<file path="config.mk">
export PLATFORM = sky130hd
export DESIGN_NAME = serial_mag_comp
export DESIGN_NICKNAME = d
export VERILOG_FILES = /design/src/rtl/mag_comp_pkg.sv /design/src/rtl/mag_comp_bit_step.sv /design/src/rtl/serial_mag_comp.sv
export SDC_FILE = /design/constraint.sdc
export NUM_CORES = 1
export LEC_CHECK = 0
export ABC_CLOCK_PERIOD_IN_PS = 1300
export CAP_MARGIN = 20
export CORE_AREA = 2 2 39 41
export CTS_CLUSTER_DIAMETER = 60
export DETAILED_ROUTE_END_ITERATION = 8
export DIE_AREA = 0 0 41 43
export PLACE_DENSITY = 0.67
export SETUP_SLACK_MARGIN = 0.05
export SLEW_MARGIN = 10
export SYNTH_ARGS = -nofsm -noshare
export SYNTH_HDL_FRONTEND = slang
export SYNTH_HIERARCHICAL = 1
export SYNTH_SLANG_ARGS = --single-unit
</file>
<file path="constraint.sdc">
create_clock -name clk -period 1.3 [get_ports clk]
set_clock_uncertainty 0.05 [all_clocks]
set_input_delay 0.26 -clock clk [delete_from_list [all_inputs] [get_ports clk]]
set_output_delay 0.26 -clock clk [all_outputs]
set_load 0.01 [all_outputs]
</file>
<file path="src/rtl/mag_comp_pkg.sv">
// Shared types for the bit-serial magnitude comparator.
// Holds FSM states, decision encoding, WIDTH limits and a flag decoder.
package mag_comp_pkg;

  localparam int WIDTH_MIN = 2;
  localparam int WIDTH_MAX = 32;

  typedef enum logic [1:0] {
    IDLE  = 2'd0,
    SHIFT = 2'd1,
    DONE  = 2'd2
  } state_t;

  typedef enum logic [1:0] {
    EQ = 2'b00,
    GT = 2'b01,
    LT = 2'b10
  } dec_t;

  typedef struct packed {
    logic eq;
    logic gt;
    logic lt;
  } flags_t;

  // Exactly one flag is set for any decision.
  function automatic flags_t dec_flags(
    input dec_t d
  );
    flags_t f;
    f = '0;
    unique case (1'b1)
      d == GT: f.gt = 1'b1;
      d == LT: f.lt = 1'b1;
      default: f.eq = 1'b1;
    endcase
    return f;
  endfunction

endpackage

</file>
<file path="src/rtl/mag_comp_bit_step.sv">
// One bit-pair step of the comparison decision (combinational).
// Ports: dec, a_bit, b_bit in; dec_next out. Order set by LSB_FIRST_EN.
import mag_comp_pkg::*;

module mag_comp_bit_step (
  input  dec_t dec,
  input  logic a_bit,
  input  logic b_bit,
  output dec_t dec_next
);

  logic differ;

  assign differ = a_bit ^ b_bit;

  always_comb begin
    dec_next = dec;
`ifdef LSB_FIRST_EN
    // Later pairs are more significant:
    // every difference overwrites.
    if (differ) begin
      if (a_bit) dec_next = GT;
      else       dec_next = LT;
    end
`else
    // Earlier pairs are more significant:
    // first difference latches.
    if (differ && dec == EQ) begin
      if (a_bit) dec_next = GT;
      else       dec_next = LT;
    end
`endif
  end

endmodule

</file>
<file path="src/rtl/serial_mag_comp.sv">
// Bit-serial unsigned magnitude comparator (MSB-first, or LSB_FIRST_EN).
// Ports: clk, rst, start, bit_valid, a_bit, b_bit -> busy, done, flags.
import mag_comp_pkg::*;

module serial_mag_comp #(
  parameter int WIDTH = 4
) (
  input  logic clk,
  input  logic rst,
  input  logic start,
  input  logic bit_valid,
  input  logic a_bit,
  input  logic b_bit,
  output logic busy,
  output logic done,
  output logic both_equal,
  output logic a_greater,
  output logic b_greater
);

  localparam int CW = $clog2(WIDTH);
  localparam logic [CW-1:0] LAST = CW'(WIDTH - 1);

  state_t         state_q, state_d;
  logic [CW-1:0]  cnt_q, cnt_d;
  dec_t           dec_q, dec_d;
  dec_t           step_dec;
  flags_t         flags_q;
  logic           load;

  mag_comp_bit_step u_step (
    .dec      (dec_q),
    .a_bit    (a_bit),
    .b_bit    (b_bit),
    .dec_next (step_dec)
  );

  always_comb begin
    state_d = state_q;
    cnt_d   = cnt_q;
    dec_d   = dec_q;
    load    = 1'b0;
    unique case (state_q)
      IDLE: begin
        if (start) begin
          state_d = SHIFT;
          cnt_d   = '0;
          dec_d   = EQ;
        end
      end
      SHIFT: begin
        // Restart wins over any bit
        // presented in the same cycle.
        if (start) begin
          cnt_d = '0;
          dec_d = EQ;
        end else if (bit_valid) begin
          dec_d = step_dec;
          if (cnt_q == LAST) begin
            state_d = DONE;
            cnt_d   = '0;
            load    = 1'b1;
          end else begin
            cnt_d = cnt_q + CW'(1);
          end
        end
      end
      DONE: begin
        state_d = IDLE;
      end
      default: begin
        state_d = IDLE;
      end
    endcase
  end

  always_ff @(posedge clk or posedge rst) begin
    if (rst) begin
      state_q <= IDLE;
      cnt_q   <= '0;
      dec_q   <= EQ;
    end else begin
      state_q <= state_d;
      cnt_q   <= cnt_d;
      dec_q   <= dec_d;
    end
  end

  // Flags include the final bit's
  // contribution via step_dec.
  always_ff @(posedge clk or posedge rst) begin
    if (rst) begin
      flags_q <= '0;
    end else if (load) begin
      flags_q <= dec_flags(step_dec);
    end
  end

  assign busy       = (state_q == SHIFT);
  assign done       = (state_q == DONE);
  assign both_equal = flags_q.eq;
  assign a_greater  = flags_q.gt;
  assign b_greater  = flags_q.lt;

endmodule

</file>
After elaboration in Yosys (flattened, before gate mapping)
Index checks and enable logic that the tools add are counted.
- flip-flop bits (word level): 9
- output and inout bits: 5
- logic and storage cells: 47
- input port bits: 6
- reduce and logical (&&, ||, !) cells: 7
- equal/unequal tests: 10
- multiplexer cells: 22
- add/subtract/negate cells: 1
- bitwise gates (word level): 1
- operators with widths (kind ; number):
    $mux 2 ; 12
    $pmux 2 s2 ; 3
    $mux 1 ; 7
    $eq 2x2->1 const B ; 3
    $ne 2x2->1 const B ; 3
    $eq 2x1->1 const B ; 2
    $logic_not 2->1 ; 2
    $reduce_and 4->1 ; 1
    $ne 3x3->1 const B ; 1
    $reduce_and 3->1 ; 1
    $add 2x1->2 const B ; 1
    $ne 2x1->1 const B ; 1
    $reduce_bool 2->1 ; 1
    $reduce_or 2->1 ; 1
    $logic_and 1x1->1 ; 1
    $xor 1x1->1 ; 1

Depth between registers and ports, before layout
Gate-level depths: netlist (run 1).
- depth after elaboration: 6
- gate-level depth with buffers: 5
- gate-level depth less buffers: 5

Cells and area by module
Netlist (run 1), hierarchy kept.
- by module, submodules not included (module ; cells each ; area an instance (um2) ; times used ; sequential area each (um2)):
    serial_mag_comp ; 33 ; 430.4 ; 1 ; 225.2
    mag_comp_bit_step ; 4 ; 25.0 ; 1 ; 0.0

Worst setup path before layout (run 1)
Ideal clock, no wire load.
- path type: register to register
- start: register dec_q[1]
- end: register flags_q, in the netlist both_equal
- path buffers: 0
- setup time: 0.125 ns
- data required time: 1.125 ns
- clock period less this slack: 1.403 ns
- arrival: 1.228 ns
- stages on the path, launching flop included: 6
- setup slack: -0.103 ns
- path through: dfrtp_1 -> nor3b_1 -> or2_1 -> inv_1 -> ha_1 -> mux2_4
- cells in the longest elaborated chain, start to end: 6
- elaborated cells between the ends (all ways): 7
- classes of those cells: eq/ne: 2; mux: 2; reduce/logical: 3
- ends and longest elaborated chain (item ; RTL line ; RTL):
    start: declaration ; serial_mag_comp.sv:26 ; dec_t dec_q, dec_d;
    start signal: assignment ; serial_mag_comp.sv:81 ; dec_q <= EQ;
    start signal: assignment ; serial_mag_comp.sv:85 ; dec_q <= dec_d;
    $logic_not 2->1 * ; mag_comp_bit_step.sv:28 ; if (differ && dec == EQ) begin
    $logic_and 1x1->1 * ; mag_comp_bit_step.sv:28 ;
    $mux 2 * ; mag_comp_bit_step.sv:28 ;
    net step_dec[0] ; serial_mag_comp.sv:27 ; dec_t step_dec;
    $eq 2x1->1 or $eq 2x2->1 (tied branches) ; mag_comp_pkg.sv:33, mag_comp_pkg.sv:34 ;
    $reduce_or 2->1 (no source line) * ; n/a ;
    $mux 1 * ; mag_comp_pkg.sv:32 ; unique case (1'b1)
    end signal: assignment ; serial_mag_comp.sv:95 ; flags_q <= dec_flags(step_dec);
    end: declaration ; serial_mag_comp.sv:28 ; flags_t flags_q;
The timed path passes the listed nets; every way through them passes the cells marked *.
A chain may end at the register's enable or synchronous reset.

Final worst setup path (run 1)
- start: register dec_q[1]
- end: register flags_q, in the netlist a_greater
- cells in the longest elaborated chain, start to end: 5
- ends and longest elaborated chain (item ; RTL line ; RTL):
    $logic_not 2->1 ; mag_comp_bit_step.sv:28 ;
    $logic_and 1x1->1 ; mag_comp_bit_step.sv:28 ;
    $mux 2 ; mag_comp_bit_step.sv:28 ;
    net step_dec[0] ; serial_mag_comp.sv:27 ;
    $eq 2x1->1 ; mag_comp_pkg.sv:33 ; d == GT: f.gt = 1'b1;
    $mux 1 ; mag_comp_pkg.sv:32 ;
The timed path passes the listed nets, and every way through them passes these cells.

==> flow_summary.yaml, run 1 <==
detailed_routing:
  postRouteAntennaNets: 0
  first_pass_iters: 1
  wl_um: 906
  drtIter0Drc: 0
  drcViolationCount: 0
  dr_total_vias: 340
  post_drt_wl_per_cell_um: 12.4
  vias_per_cell: 4.66
global_routing:
  grt_max_degree: 10
  grt_use_total_pct: 14.0
  antenna_found_initial: 0
  grt_pass1_wl_um: 1570
  grt_pass1_vias: 355
  grt_remaining_overflow: 0
sta:
  final-setup-viol-count: 3
  report.final.slew_viol_count: 0
  period_share_pct: 109
  hold_viol: 0
  max_clock_freq_mhz: 706
  rsz0062_at_grt: "true"
  worst_slack_ns: -0.116
  period_minus_slack_ns: 1.42
  fin_setup_tns_ns: -0.236
  slew_headroom_pct: 76.2
  tightest_slew_ns: 0.356
layout:
  antennaDiodeCount: 0
  drive_above_1_share_pct: 43.9
  regArea_um2: 225
  multiInputGateArea_um2: 260
  area_growth_pct: 50.3
  fin_cells: 73
  nets: 67
  fillers: 138
worst_setup_path:
  worstSetupStartpointType: "flop"
  cp.required_ns: 1.38
  setup.worst_path.end: "a_greater"
  r2r-start: "dec_q[1]"
  regToRegEndpoint: "a_greater"
  startpoint: "dec_q[1]"
  critPathMaxFanout: 2
  arrival_ns: 1.50
  path_class: "reg -> reg"
  reg2reg_slack_ns: -0.12
  reg2reg_depth: 5
  endpoint_kind: "flop"
clock_tree:
  root_buffer: "clkbuf_4"
  clk_latency_ns: 0.25
  cts_buffer_depth: 2
  cts_tree: "built"
  clkTransAtPathRegs_ns: 0.06
  htreeDepth: 1
  cts_sinks: 9
  cts_buffers: 3
  cts_hold_buf: 0
outcome:
  outcome: "finished, violations left"
  violations: "negative setup slack"
pwr:
  p_per_area_nw_per_um2: 1020
  power_frac_seq_pct: 46.1
  p_clk_share_pct: 30.1
  switching_share_pct: 25.1
  max-vdd-ir-drop_v: 0.000506
  p_switching_w: 0.000175
  p_leak_nw: 0.366
  p_int_w: 0.000521
  comb_power_share_pct: 23.8
  p_total_w: 0.000695
logic_synthesis:
  ys_warn_count: 6
  synth_cell_types: 17
  syn_nets: 46
  ys_ff_latch: 9
  yosysSeqAreaShare_pct: 49.5
  synth_area_per_cell_um2: 12.3
  synthCells: 37
  netlist_area_um2: 455
floorplanning:
  std_cell_rows: 14
  core_um2: 1380
  fp.dieH_um: 43
  initial_core_util_pct: 32.9
  ios: 11
  die_w_um: 41
  dieArea_um2: 1760
place:
  place.detailed.instances: 67
  detailed_place_hpwl_um: 599
  place_congestion: 0.662
  port_buffers: 10
min_path:
  min_path_type: "in -> async"
job:
  maxCapViolations: 0
## layout make-up
type	instances	share of cell area (%)
Tap cell	16	2.93
Multi-Input combinational cell	24	38.0
Clock buffer	4	3.84
Sequential cell	9	32.9
Inverter	4	2.19
Timing Repair Buffer	16	20.1
## metal layers
layer | vias up | wire (um) | GRT usage [%]
met2 | 10 | 466 | 21.3
li1 | 166 | - | -
met4 | 0 | 19 | 8.00
met5 | - | 0 | 0
met3 | 2 | 42 | 3.14
met1 | 162 | 377 | 17.2
## power by group through the flow
stage	Clock (W)	Combinational (W)	Sequential [W]
after CTS	0.000214	0.000157	0.000320
after global placement	0	0.000139	0.000324
after detailed placement	0	0.000144	0.000324
after global routing	0.000246	0.000183	0.000324
after floorplan	0	0.0000703	0.000329
final	0.000209	0.000166	0.000320
## Yosys cell counts
master | n | area [um2]
and4bb_4 | 1 | 16.3
a21o_1 | 1 | 7.51
and2b_1 | 1 | 7.51
nor3b_1 | 1 | 7.51
or2_1 | 1 | 6.26
ha_1 | 3 | 37.5
inv_1 | 4 | 15.0
nand2_4 | 1 | 11.3
nor2b_1 | 1 | 6.26
mux2_4 | 3 | 45.0
a21oi_1 | 2 | 10.0
dfrtp_1 | 9 | 225
a22o_1 | 1 | 8.76
nor2_1 | 3 | 11.3
a22o_2 | 3 | 30.0
or2_2 | 1 | 6.26
nand2_1 | 1 | 3.75
## logic make-up after synthesis
kind of cell | after synthesis | synth area share (%)
DFF | 9 | 49.5
muxes | 3 | 9.89
AOI/OAI and AO/OA | 7 | 12.4
and+or+nand+nor | 11 | 16.8
buffers and inverters | 4 | 3.30
adders and majority gates | 3 | 8.24
## per-stage QoR
step | worst slack, ns | hold WS [ns] | util [%] | instance area (um2)
4_1_cts | -0.106 | 0.235 | 48.6 | 673
2_1_floorplan | -0.0869 | 0.0379 | - | 458
5_1_grt | -0.155 | 0.247 | 49.5 | 684
3_3_place_gp | -0.499 | 0.439 | 43.9 | 608
6_report | -0.116 | 0.224 | 49.5 | 684
3_5_place_dp | -0.519 | 0.441 | 43.9 | 608
## worst max-delay path, cell delays in order, from the launching register on
cell	delay [ns]
dfrtp_1	0.37
nor3b_2	0.05
or2_1	0.24
buf_4	0.15
ha_2	0.18
mux2_4	0.26
## timing repair
item	CTS	global route
resized for setup	25	3
pin swaps	5	4
buffers inserted	1	1
setup endpoints to repair	12	12
## worst min path at each step
stage | cells past startpoint | startpoint | end
after floorplan | 1 | rst | a_greater
after detailed placement | 1 | cnt_q[1] | cnt_q[1]
after global routing | 2 | rst | state_q[0]
final | 2 | rst | state_q[0]
after CTS | 2 | rst | state_q[1]
after global placement | 1 | cnt_q[1] | cnt_q[1]
## state kept, by name, indices dropped and copies added (netlist names)
signal / flops
state_q: 2
cnt_q: 2
b_greater: 1
both_equal: 1
dec_q: 2
a_greater: 1
## cells in the final DEF (no fill, tap or decap), drive strengths merged
cell and count:
buf 8, a22o 4, mux2 3, nand2 2, dlygate4sd2 4, nor3b 1
nor2b 1, clkdlybuf4s50 1, clkdlybuf4s15 3, inv 4, or2 2, dfrtp 9
ha 3, a21oi 2, a21o 1, nor2 3, and4bb 1, and2b 1
clkbuf 4
Power figures use the tool's default switching activity.
==> run 2: changes to the inputs <==
--- a/config.mk
+++ b/config.mk
@@ -7,11 +7,14 @@
 export LEC_CHECK = 0
 export ABC_CLOCK_PERIOD_IN_PS = 1300
 export CAP_MARGIN = 20
-export CORE_AREA = 2 2 39 41
+export CELL_PAD_IN_SITES_DETAIL_PLACEMENT = 0
+export CELL_PAD_IN_SITES_GLOBAL_PLACEMENT = 1
+export CORE_MARGIN = 2
+export CORE_UTILIZATION = 32
 export CTS_CLUSTER_DIAMETER = 60
+export CTS_CLUSTER_SIZE = 12
 export DETAILED_ROUTE_END_ITERATION = 8
-export DIE_AREA = 0 0 41 43
-export PLACE_DENSITY = 0.67
+export PLACE_DENSITY = 0.76
 export SETUP_SLACK_MARGIN = 0.05
 export SLEW_MARGIN = 10
 export SYNTH_ARGS = -nofsm -noshare
==> flow_summary.yaml, run 2 (synthesis gave the netlist of run 1 again) <==
outcome:
  outcome: "finished, violations left"
  violations: "negative setup slack"
detailed_routing:
  wl_um: 853
  first_pass_iters: 4
  postRouteAntennaNets: 0
  drcViolationCount: 0
  vias_per_cell: 4.62
  dr_total_vias: 342
  post_drt_wl_per_cell_um: 11.5
  drtIter0Drc: 6
sta:
  period_minus_slack_ns: 1.38
  report.final.slew_viol_count: 0
  hold_viol: 0
  slew_headroom_pct: 77.8
  fin_setup_tns_ns: -0.179
  final-setup-viol-count: 3
  period_share_pct: 106
  worst_slack_ns: -0.0828
  rsz0062_at_grt: "true"
  max_clock_freq_mhz: 723
  hold_ws_ns: 0.216
  tightest_slew_ns: 0.332
pwr:
  p_leak_nw: 0.388
  p_per_area_nw_per_um2: 989
  max-vdd-ir-drop_v: 0.000579
clock_tree:
  root_buffer: "clkbuf_4"
  htreeDepth: 1
  cts_sinks: 9
  clkTransAtPathRegs_ns: 0.06
  cts_tree: "built"
  cts_buffer_depth: 2
  cts_buffers: 3
  cts_hold_buf: 0
  clk_latency_ns: 0.25
worst_setup_path:
  reg2reg_slack_ns: -0.08
  cp.required_ns: 1.39
  path_class: "reg -> reg"
  regToRegEndpoint: "both_equal"
  endpoint_kind: "flop"
  r2r-start: "dec_q[1]"
  reg2reg_depth: 5
  worstSetupStartpointType: "flop"
  arrival_ns: 1.47
  critPathMaxFanout: 3
place:
  port_buffers: 10
  place_congestion: 0.690
  place_area_um2: 599
  detailed_place_hpwl_um: 615
global_routing:
  grt_pass1_wl_um: 1610
  antenna_found_initial: 0
  grt_use_total_pct: 11.9
  grt_pass1_vias: 366
  grt_remaining_overflow: 0
  grt_max_degree: 10
layout:
  layout_common_cells: "dfrtp_1, buf_4"
  nets: 69
  area_growth_pct: 56.0
  largestRegisters: "cnt_q: 2 flops, dec_q: 2 flops, state_q: 2 flops"
  drive_above_1_share_pct: 47.5
  mostFrequentLayoutCell: "dfrtp_1"
  design_area_um2: 711
  fillers: 130
  antennaDiodeCount: 0
floorplanning:
  dieArea_um2: 1740
  die_w_um: 41.7
  core_um2: 1320
  fp.dieH_um: 41.7
  ios: 11
  std_cell_rows: 13
  initial_core_util_pct: 34.6
min_path:
  min_path_type: "in -> async"
job:
  maxCapViolations: 0
run 2: what timing repair did:
action                     in CTS  in global routing
cloned                          0                  0
resized for setup              23                  8
buffers inserted                2                  3
setup endpoints to repair      12                 12
pin swaps                       4                  4
run 2: worst max-delay path, cell delays in order, from the launching register on:
cell	delay, ns
dfrtp_1	0.41
nor3b_2	0.17
or2_4	0.15
inv_2	0.04
ha_4	0.19
mux2_4	0.26
run 2: worst max-delay path by stage:
stage	start	slack, ns	endpoint
2_1_floorplan	dec_q[1]	-0.09	both_equal
5_1_grt	dec_q[1]	-0.15	both_equal
3_5_place_dp	a_bit	-0.53	both_equal
3_3_place_gp	a_bit	-0.51	both_equal
6_report	dec_q[1]	-0.08	both_equal
4_1_cts	dec_q[1]	-0.12	both_equal
run 2: routing by layer:
metal | up-vias | routed length [um] | share of wire, % | GRT usage (%)
met5 | - | 0 | 0 | 0
met4 | 0 | 0 | 0 | 3.87
met3 | 0 | 41 | 4.8 | 3.48
met2 | 7 | 431 | 51 | 20.0
met1 | 165 | 380 | 45 | 14.4
li1 | 170 | - | - | -
run 2: layout make-up:
class	instances	area (um2)	area share, %
clock buffer	4	26.3	3.70
tap	15	18.8	2.64
timing repair buffer	18	160	22.5
multi-input combinational	24	265	37.3
sequential	9	225	31.7
inverter	4	15.0	2.11
run 2: power by group:
part | internal (W) | leakage, nW | switching, W
sequential | 0.000305 | 0.118 | 0.0000170
clock | 0.000118 | 0.0150 | 0.0000882
combinational | 0.000107 | 0.256 | 0.0000681
total | 0.000529 | 0.388 | 0.000173
run 2: per-stage QoR:
stage	utilization (%)	cells	power [W]	setup slack [ns]
floorplan	-	37	0.000399	-0.0869
global placement	45.5	65	0.000461	-0.508
detailed placement	45.5	65	0.000466	-0.529
CTS	50.9	71	0.000692	-0.125
global route	53.9	74	0.000751	-0.154
finish	53.9	74	0.000703	-0.0828
